**src/rtl/unibus_pkg.sv**
```systemverilog
// Shared Unibus definitions: arbiter FSM encoding, grant selector codes,
// register identification and bus timing constants used by the DMA engines.
package unibus_pkg;

  typedef enum logic [1:0] {
    ST_IDLE   = 2'd0,
    ST_SETTLE = 2'd1,
    ST_GRANT  = 2'd2,
    ST_SACKED = 2'd3
  } arb_state_t;

  // Selector codes double as priority rank: lower code wins.
  localparam logic [2:0] SEL_NPR = 3'd0;
  localparam logic [2:0] SEL_BR7 = 3'd1;
  localparam logic [2:0] SEL_BR6 = 3'd2;
  localparam logic [2:0] SEL_BR5 = 3'd3;
  localparam logic [2:0] SEL_BR4 = 3'd4;

  localparam logic [31:0] REG_ID  = 32'h4241_2001;
  localparam logic [31:0] REG_BAD = 32'hDEAD_BEEF;

  localparam int BUS_150NS_CLKS = 15;
  localparam int BUS_10US_CLKS  = 1023;

  // Grant pattern {npg, bg7, bg6, bg5, bg4} for a selector code.
  function automatic logic [4:0] sel_onehot(input logic [2:0] sel);
    logic [4:0] g;
    g = 5'b00000;
    case (sel)
      SEL_NPR: g = 5'b10000;
      SEL_BR7: g = 5'b01000;
      SEL_BR6: g = 5'b00100;
      SEL_BR5: g = 5'b00010;
      SEL_BR4: g = 5'b00001;
      default: g = 5'b00000;
    endcase
    return g;
  endfunction

endpackage

```
**src/rtl/unibus_sync2.sv**
```systemverilog
// Two-flop synchroniser for asynchronous Unibus control lines.
module unibus_sync2 #(
  parameter int W = 1
) (
  input  logic         CLOCK,
  input  logic [W-1:0] d,
  output logic [W-1:0] q
);

  logic [W-1:0] meta_p0;
  logic [W-1:0] sync_p1;

  always_ff @(posedge CLOCK) begin
    meta_p0 <= d;
    sync_p1 <= meta_p0;
  end

  assign q = sync_p1;

endmodule

```
**src/rtl/unibus_arbiter.sv**
```systemverilog
// Unibus NPR/BR arbiter: settles requests, issues one daisy-chain grant,
// completes the SACK handshake and exposes status/statistics to the ARM.
module unibus_arbiter
  import unibus_pkg::*;
#(
  parameter int SETTLE_CYCLES = 8,
  parameter int SACK_TIMEOUT  = BUS_10US_CLKS,
  parameter int CNT_W         = 16
) (
  input  logic        CLOCK,
  input  logic        RESET,
  input  logic        armwrite,
  input  logic [2:0]  armraddr,
  input  logic [2:0]  armwaddr,
  input  logic [31:0] armwdata,
  output logic [31:0] armrdata,
  input  logic        init_in_h,
  input  logic        npr_in_h,
  input  logic [3:0]  br_in_h,
  input  logic        sack_in_h,
  input  logic [2:0]  cpu_pri,
  input  logic        halted,
  output logic        npg_out_h,
  output logic [3:0]  bg_out_h
);

  localparam int SET_W = $clog2(SETTLE_CYCLES + 1);
  localparam int TO_W  = $clog2(SACK_TIMEOUT + 1);

  function automatic logic [CNT_W-1:0] sat_inc(input logic [CNT_W-1:0] v);
    return (&v) ? v : v + CNT_W'(1);
  endfunction

  logic             npr_s, sack_s;
  logic [3:0]       br_s;
  arb_state_t       state, state_n;
  logic [SET_W-1:0] scnt, scnt_n;
  logic [TO_W-1:0]  tcnt, tcnt_n;
  logic [2:0]       sel, sel_n, best_sel;
  logic [4:0]       req, elig, grant_n;
  logic             grant_ev, nosack_ev;
  logic             enable;
  logic [CNT_W-1:0] grant_count, nosack_count;
  logic [1:0]       state_bits;
  logic             unused_wdata;

  unibus_sync2 #(.W(1)) u_sync_npr  (.CLOCK(CLOCK), .d(npr_in_h),  .q(npr_s));
  unibus_sync2 #(.W(4)) u_sync_br   (.CLOCK(CLOCK), .d(br_in_h),   .q(br_s));
  unibus_sync2 #(.W(1)) u_sync_sack (.CLOCK(CLOCK), .d(sack_in_h), .q(sack_s));

  // Requests indexed by selector code; BRn is eligible only above cpu_pri.
  always_comb begin
    req      = {br_s[0], br_s[1], br_s[2], br_s[3], npr_s};
    elig     = 5'b00000;
    elig[0]  = enable & req[0];
    for (int i = 1; i < 5; i++) begin
      elig[i] = enable & ~halted & req[i] & (cpu_pri < 3'(8 - i));
    end
    best_sel = SEL_NPR;
    for (int i = 4; i >= 0; i--) begin
      if (elig[i]) best_sel = 3'(i);
    end
  end

  always_comb begin
    state_n   = state;
    scnt_n    = scnt;
    tcnt_n    = tcnt;
    sel_n     = sel;
    grant_ev  = 1'b0;
    nosack_ev = 1'b0;
    case (state)
      ST_IDLE: begin
        if (!sack_s && (|elig)) begin
          state_n = ST_SETTLE;
          scnt_n  = '0;
        end
      end
      ST_SETTLE: begin
        if (!(|elig)) begin
          state_n = ST_IDLE;
        end else if (scnt == SET_W'(SETTLE_CYCLES - 1)) begin
          state_n  = ST_GRANT;
          sel_n    = best_sel;
          tcnt_n   = '0;
          grant_ev = 1'b1;
        end else begin
          scnt_n = scnt + SET_W'(1);
        end
      end
      ST_GRANT: begin
        if (sack_s) begin
          state_n = ST_SACKED;
        end else if (!req[sel]) begin
          state_n = ST_IDLE;
        end else if (tcnt == TO_W'(SACK_TIMEOUT)) begin
          state_n   = ST_IDLE;
          nosack_ev = 1'b1;
        end else begin
          tcnt_n = tcnt + TO_W'(1);
        end
      end
      ST_SACKED: begin
        if (!sack_s) state_n = ST_IDLE;
      end
      default: state_n = ST_IDLE;
    endcase
    grant_n = (state_n == ST_GRANT) ? sel_onehot(sel_n) : 5'b00000;
  end

  always_ff @(posedge CLOCK) begin
    if (RESET || init_in_h) begin
      state     <= ST_IDLE;
      scnt      <= '0;
      tcnt      <= '0;
      sel       <= SEL_NPR;
      npg_out_h <= 1'b0;
      bg_out_h  <= 4'b0000;
    end else begin
      state                 <= state_n;
      scnt                  <= scnt_n;
      tcnt                  <= tcnt_n;
      sel                   <= sel_n;
      {npg_out_h, bg_out_h} <= grant_n;
    end
  end

  // INIT keeps enable and statistics; an ARM clear beats a same-cycle event.
  always_ff @(posedge CLOCK) begin
    if (RESET) begin
      grant_count  <= '0;
      nosack_count <= '0;
    end else if (armwrite && armwaddr == 3'd2) begin
      grant_count  <= '0;
      nosack_count <= '0;
    end else begin
      if (grant_ev && !init_in_h)  grant_count  <= sat_inc(grant_count);
      if (nosack_ev && !init_in_h) nosack_count <= sat_inc(nosack_count);
    end
  end

  always_ff @(posedge CLOCK) begin
    if (RESET) begin
      enable <= 1'b0;
    end else if (armwrite && armwaddr == 3'd1) begin
      enable <= armwdata[31];
    end
  end

  assign state_bits   = state;
  assign unused_wdata = ^armwdata[30:0];

  always_comb begin
    armrdata = REG_BAD;
    case (armraddr)
      3'd0: armrdata = REG_ID;
      3'd1: armrdata = {enable, 1'b0, state_bits, npg_out_h, bg_out_h, 23'b0};
      3'd2: armrdata = {16'(nosack_count), 16'(grant_count)};
      default: armrdata = REG_BAD;
    endcase
  end

endmodule

```
**config.mk**
```make
export PLATFORM = sky130hd
export DESIGN_NAME = unibus_arbiter
export DESIGN_NICKNAME = d
export VERILOG_FILES = /design/src/rtl/unibus_pkg.sv /design/src/rtl/unibus_sync2.sv /design/src/rtl/unibus_arbiter.sv
export SDC_FILE = /design/constraint.sdc
export NUM_CORES = 1
export LEC_CHECK = 0
export CORE_UTILIZATION = 40
export DETAILED_ROUTE_END_ITERATION = 10
export PLACE_DENSITY = 0.66
export SYNTH_ARGS = -nofsm -noshare
export SYNTH_HDL_FRONTEND = slang
export SYNTH_HIERARCHICAL = 1
export SYNTH_SLANG_ARGS = --single-unit
```
**constraint.sdc**
```tcl
create_clock -name CLOCK -period 3.1 [get_ports CLOCK]
set_clock_uncertainty 0.2 [all_clocks]
set_input_delay 0.93 -clock CLOCK [delete_from_list [all_inputs] [get_ports CLOCK]]
set_output_delay 0.93 -clock CLOCK [all_outputs]
set_load 0.02 [all_outputs]
```
After elaboration in Yosys (flattened, before gate mapping)
Cells that the tools add are included.

storage, ports and cells
  register bits after elaboration = 69
  bits of input ports = 52
  output and inout bits = 37
  logic and storage cells = 118

cells by class
  add/sub/neg operators = 4
  magnitude comparators = 5
  equality and inequality tests = 21
  multiplexer cells = 37
  bitwise logic cells = 14
  reductions and logical operators = 22

operator list
  operator                                             count
  one-hot mux 32 bit (3 select lines)                  1
  two-way mux 10 bit                                   5
  adder 16 x 1 -> 16 bit, second input constant        2
  AND reduction 16 bit                                 2
  one-hot mux 5 bit (5 select lines)                   1
  two-way mux 3 bit                                    8
  one-hot mux 10 bit (2 select lines)                  1
  two-way mux 2 bit                                    7
  inequality test 2 bit, second input constant         7
  equality test 3 x 2 -> 1 bit, second input constant  4
  < comparator 3 bit, second input constant            4
  two-way mux 4 bit                                    3
  adder 10 x 1 -> 10 bit, second input constant        1
  AND 1 bit                                            10
  equality test 10 bit, second input constant          1
  equality test 3 x 1 -> 1 bit, second input constant  3
  two-way mux 1 bit                                    8
  one-hot mux 2 bit (4 select lines)                   1
  one-hot mux 4 bit (2 select lines)                   1
  equality test 2 bit, second input constant           3
  zero test 3 bit                                      2
  AND reduction 6 bit                                  1
  logical AND 1 bit                                    5
  OR reduction 5 bit                                   1
  other kinds (14)                                     21

Depth between registers and ports, before layout
  depth in word-level cells = 14
  gate-level depth with buffers = 9
  gate-level depth less buffers = 6

Cells and area by module
The synthesis kept the hierarchy.

modules (own cells, without submodules)
  module                         times used  cells each  area an instance (um^2)  sequential area each (um^2)
  unibus_arbiter                 1           444         3621.0                   1141.1
  unibus_sync2 (u_sync_br)       1           8           160.2                    160.2
  unibus_sync2 (u_sync_npr ...)  2           2           40.0                     40.0

Worst setup path after synthesis
OpenSTA, ideal clock, no wires.

  path kind = input-to-output
  from = input armraddr[1]
  to = output armrdata[26]
  data arrival time = 1.898 ns
  required time = 1.970 ns
  slack = 0.072 ns
  cell stages on the path = 4
  buffers on the path = 2
  cell sequence = clkbuf_1 -> clkbuf_1 -> a21oi_1 -> o21bai_1

between the ends
  word-level cells in the longest chain between the ends = 2
  elaborated cells between the ends (all ways) = 4
  those cells by class = 2 x eq/ne; 1 x mux; 1 x reduce/logical

RTL lines
  what                                                  RTL line               text
  start, declared                                       unibus_arbiter.sv:13   input logic [2:0] armraddr,
  equality test 3 x 2 -> 1 bit (tied with other cells)  unibus_arbiter.sv:155  case (armraddr)
  one-hot mux 32 bit (3 select lines) (*)               unibus_arbiter.sv:155
  end, declared                                         unibus_arbiter.sv:16   output logic [31:0] armrdata,

Every way passes the cells marked *; elsewhere a longest branch is shown, timed or not.

Final worst setup path
  from = input armraddr[0]
  to = output armrdata[24]

Same word-level chain as after synthesis.

==> metrics.csv <==
stage,metric,value,unit
global_routing,pin count of the biggest net entering global routing,24,
floorplan,Rows,35,
clock_tree,clock slew at reported path FFs,70,ps
sta,Slew HR,42.5,%
worst_setup_path,CP Data Required Time,1970,ps
synth,main combinational cell family by area after synthesis,simple AND/OR/NAND/NOR gates,
sta,actual slew at the worst max-slew pin,863,ps
final_layout,Area growth syn-to-layout,25.4,%
global_routing,total global-route track usage,19.6,%
power,pwr dens,374,nW/um^2
synth,Synth Area in Compound Gates,22.5,%
final_layout,Total Nets Final,586,
final_layout,number of antenna diodes,0,
floorplan,Initial Util,41.6,%
synth,Syn Std Cell Area,3860,um^2
min_path,Tightest Hold Check Type,reg2reg,
routing,drt wl/cell,14.3,um
clock_tree,H-tree depth,3,
clock_tree,Root Buffer,clkbuf_8,
place,Final Wtd Congestion,0.856,
power,Clk pwr share,39.9,%
power,Comb power frac,10.5,%
min_path,hold depth,0,
sta,fin crit period,3040,ps
synth,Gate Count Post-Synth,456,
power,P_leak,1.76,nW
clock_tree,TritonCTS clock tree,built,
routing,DRT antenna net count,0,
routing,WL final,9.52,mm
place,Final HPWL DP,7.08,mm
routing,via-per-instance ratio,5.65,
worst_setup_path,FF-to-FF path depth,4,
final_layout,"Cell Count, Final, Fillers Out",664,
synth,ranking of synthesized cells by area,"dfxtp_1 (36%), mux2i_1 (5.2%), a21oi_1 (3.9%)",
final_layout,Layout Utilization,52.1,%
sta,FMAX,0.329,GHz
run_status,outcome,"finished, final reports clean",
routing,DR iter-0 viols,180,
synth,commonest cells in the netlist,"dfxtp_1 (69), nand2_1 (31), a21oi_1 (30), nand3_1 (30), nand2b_1 (24)",
sta,final count of negative-setup-slack endpoints,0,
sta,Max Slew Vio Count,0,
synth,post-synthesis adder-cell area fraction,1.30,%
synth,Post-synth ARST share,0,%
clock_tree,clock latency on the worst-skew pair,360,ps
sta,Fin Hold WS,129,ps
synth,mux cell area share after synthesis,5.48,%
final_layout,layout cells sized above 1,18.9,%
routing,DR DRC count,0,
sta,worst setup margin,62.6,ps
floorplan,die footprint,10100,um^2
floorplan,chip width,100,um
power,Pint,1.35,mW
global_routing,first-pass GRT wire length,15.8,mm
global_routing,global route total overflow,0,
floorplan,chip height,100,um
synth,synthesized area per cell,8.47,um^2
synth,synth warn,6,
clock_tree,TritonCTS buffer count,9,
flow_run,Max-cap violations,0,
clock_tree,CTS Buffer Depth,2,
power,VDD IR-drop max,0.225,mV
place,IO buf count,57,
synth,"Net Count, Synth",512,
power,net switching power,0.461,mW
worst_setup_path,Critical Path Fanout Max,4,
synth,top-count cell post-synth,dfxtp_1,
synth,Seq cells post-synth,69,
sta,RSZ-0062 raised after global routing,no,
clock_tree,Post-CTS Setup Inserts,0,
synth,"EDFF count, synth",0,
worst_setup_path,Critical Path AT,1910,ps
synth,post-synth cell types,66,
worst_setup_path,Worst setup EP type,output port,
worst_setup_path,Worst setup SP type,input port,
worst_setup_path,kind of critical path,in2out,
power,sw frac,25.5,%
place,placed insts,648,
place,Placement Setup Slack,-643,ps
synth,post-synthesis xor/xnor area fraction,0.454,%
synth,largest area contributor in the netlist,dfxtp_1,
routing,Pre-antenna DRT Iters,5,
synth,sequential area share after synthesis,35.8,%
global_routing,vias in the first global route,3260,
floorplan,IO Count,89,
sta,final hold vios,0,
synth,simple-gate share of the synthesized area,29.8,%
synth,"Top FF cell, synth",dfxtp_1,
routing,total number of vias,3752,
synth,top-area cell type share of the netlist area,35.8,%
global_routing,initial antenna violation count,0,
clock_tree,clock sinks,69,
floorplan,CORE AREA,9280,um^2
sta,period utilisation layout,98.0,%
power,Reg power frac,49.6,%
critical path: stages:
cell and delay, ps:
dlygate4sd2_1 270, nor2b_2 160, buf_4 140, a22oi_1 190
nor2_1 60, buf_2 160
cell type report:
class                           count  area, um^2
Clock inverter                      6        63.8
Sequential cell                    69        1380
Inverter                           11        41.3
Multi-Input combinational cell    348        2300
Tap cell                          129         161
Timing Repair Buffer               91         762
Fill cell                         913        4440
Clock buffer                       10         128
per-layer routing:
layer / track usage (%) / share of wire [%]
met5: 0 / 0
met2: 31.2 / 46
met4: 8.47 / 2.1
met1: 26.6 / 47
met3: 2.72 / 4.8
repair_timing:
action,in CTS,in global routing
hold buffers,0,0
setup endpoints to repair,32,5
pin swaps,1,0
hold endpoints to repair,0,0
resized for setup,120,6
final timing paths:
path                     to  slack, ps            startpoint
max reg2reg         tcnt[7]        650                sel[2]
max            armrdata[24]         60           armraddr[0]
min          u_sync_br/q[0]        130  u_sync_br/meta_p0[0]
min reg2reg  u_sync_br/q[0]        130  u_sync_br/meta_p0[0]
sequential cells by signal, summed over array words and instances (netlist names):
register,count
enable,1
u_sync_br/q,4
bg_out_h,4
u_sync_npr/meta_p0,1
npg_out_h,1
u_sync_sack/meta_p0,1
u_sync_br/meta_p0,4
scnt,4
u_sync_sack/q,1
sel,3
grant_count,16
tcnt,10
u_sync_npr/q,1
nosack_count,16
state,2
metrics by stage:
stage	setup TNS, ps	area [um^2]	power (mW)
after global routing	0	4840	1.89
after detailed placement	-19670	4710	1.12
final	0	4840	1.81
after global placement	-18840	4710	1.12
after CTS	0	4830	1.83
after floorplan	0	3860	1.02
layout by cell type, fill, tap and decap left out, drive strengths merged, types with 6 or more instances in the layout:
| cell | n |
|---|---|
| o31ai | 16 |
| a211oi | 8 |
| a31oi | 6 |
| mux2i | 20 |
| or4 | 15 |
| nand3 | 30 |
| nand2 | 31 |
| a21oi | 30 |
| nor2 | 23 |
| inv | 11 |
| and3 | 12 |
| nand4 | 6 |
| o21ai | 20 |
| nand2b | 25 |
| clkdlybuf4s50 | 22 |
| o21bai | 9 |
| or3 | 16 |
| and2 | 6 |
| clkbuf | 10 |
| nor3 | 7 |
| clkdlybuf4s15 | 13 |
| buf | 52 |
| dfxtp | 69 |
power by group through the flow:
stage / logic [mW] / registers [mW] / clock network, mW
global route: 0.206 / 0.899 / 0.782
finish: 0.190 / 0.898 / 0.722
global placement: 0.199 / 0.919 / 0
floorplan: 0.103 / 0.918 / 0
CTS: 0.191 / 0.898 / 0.739
detailed placement: 0.202 / 0.919 / 0
kinds of logic (layout without fill, tap and decap cells):
logic type / Yosys count / after routing
AOI/OAI and AO/OA: 123 / 123
xor gates and xnor gates: 2 / 2
adders and majority gates: 4 / 4
buffers and inverters: 39 / 118
DFF: 69 / 69
muxes: 21 / 21
and+or+nand+nor: 198 / 198
Note: power is estimated with default switching activity, not from simulation.
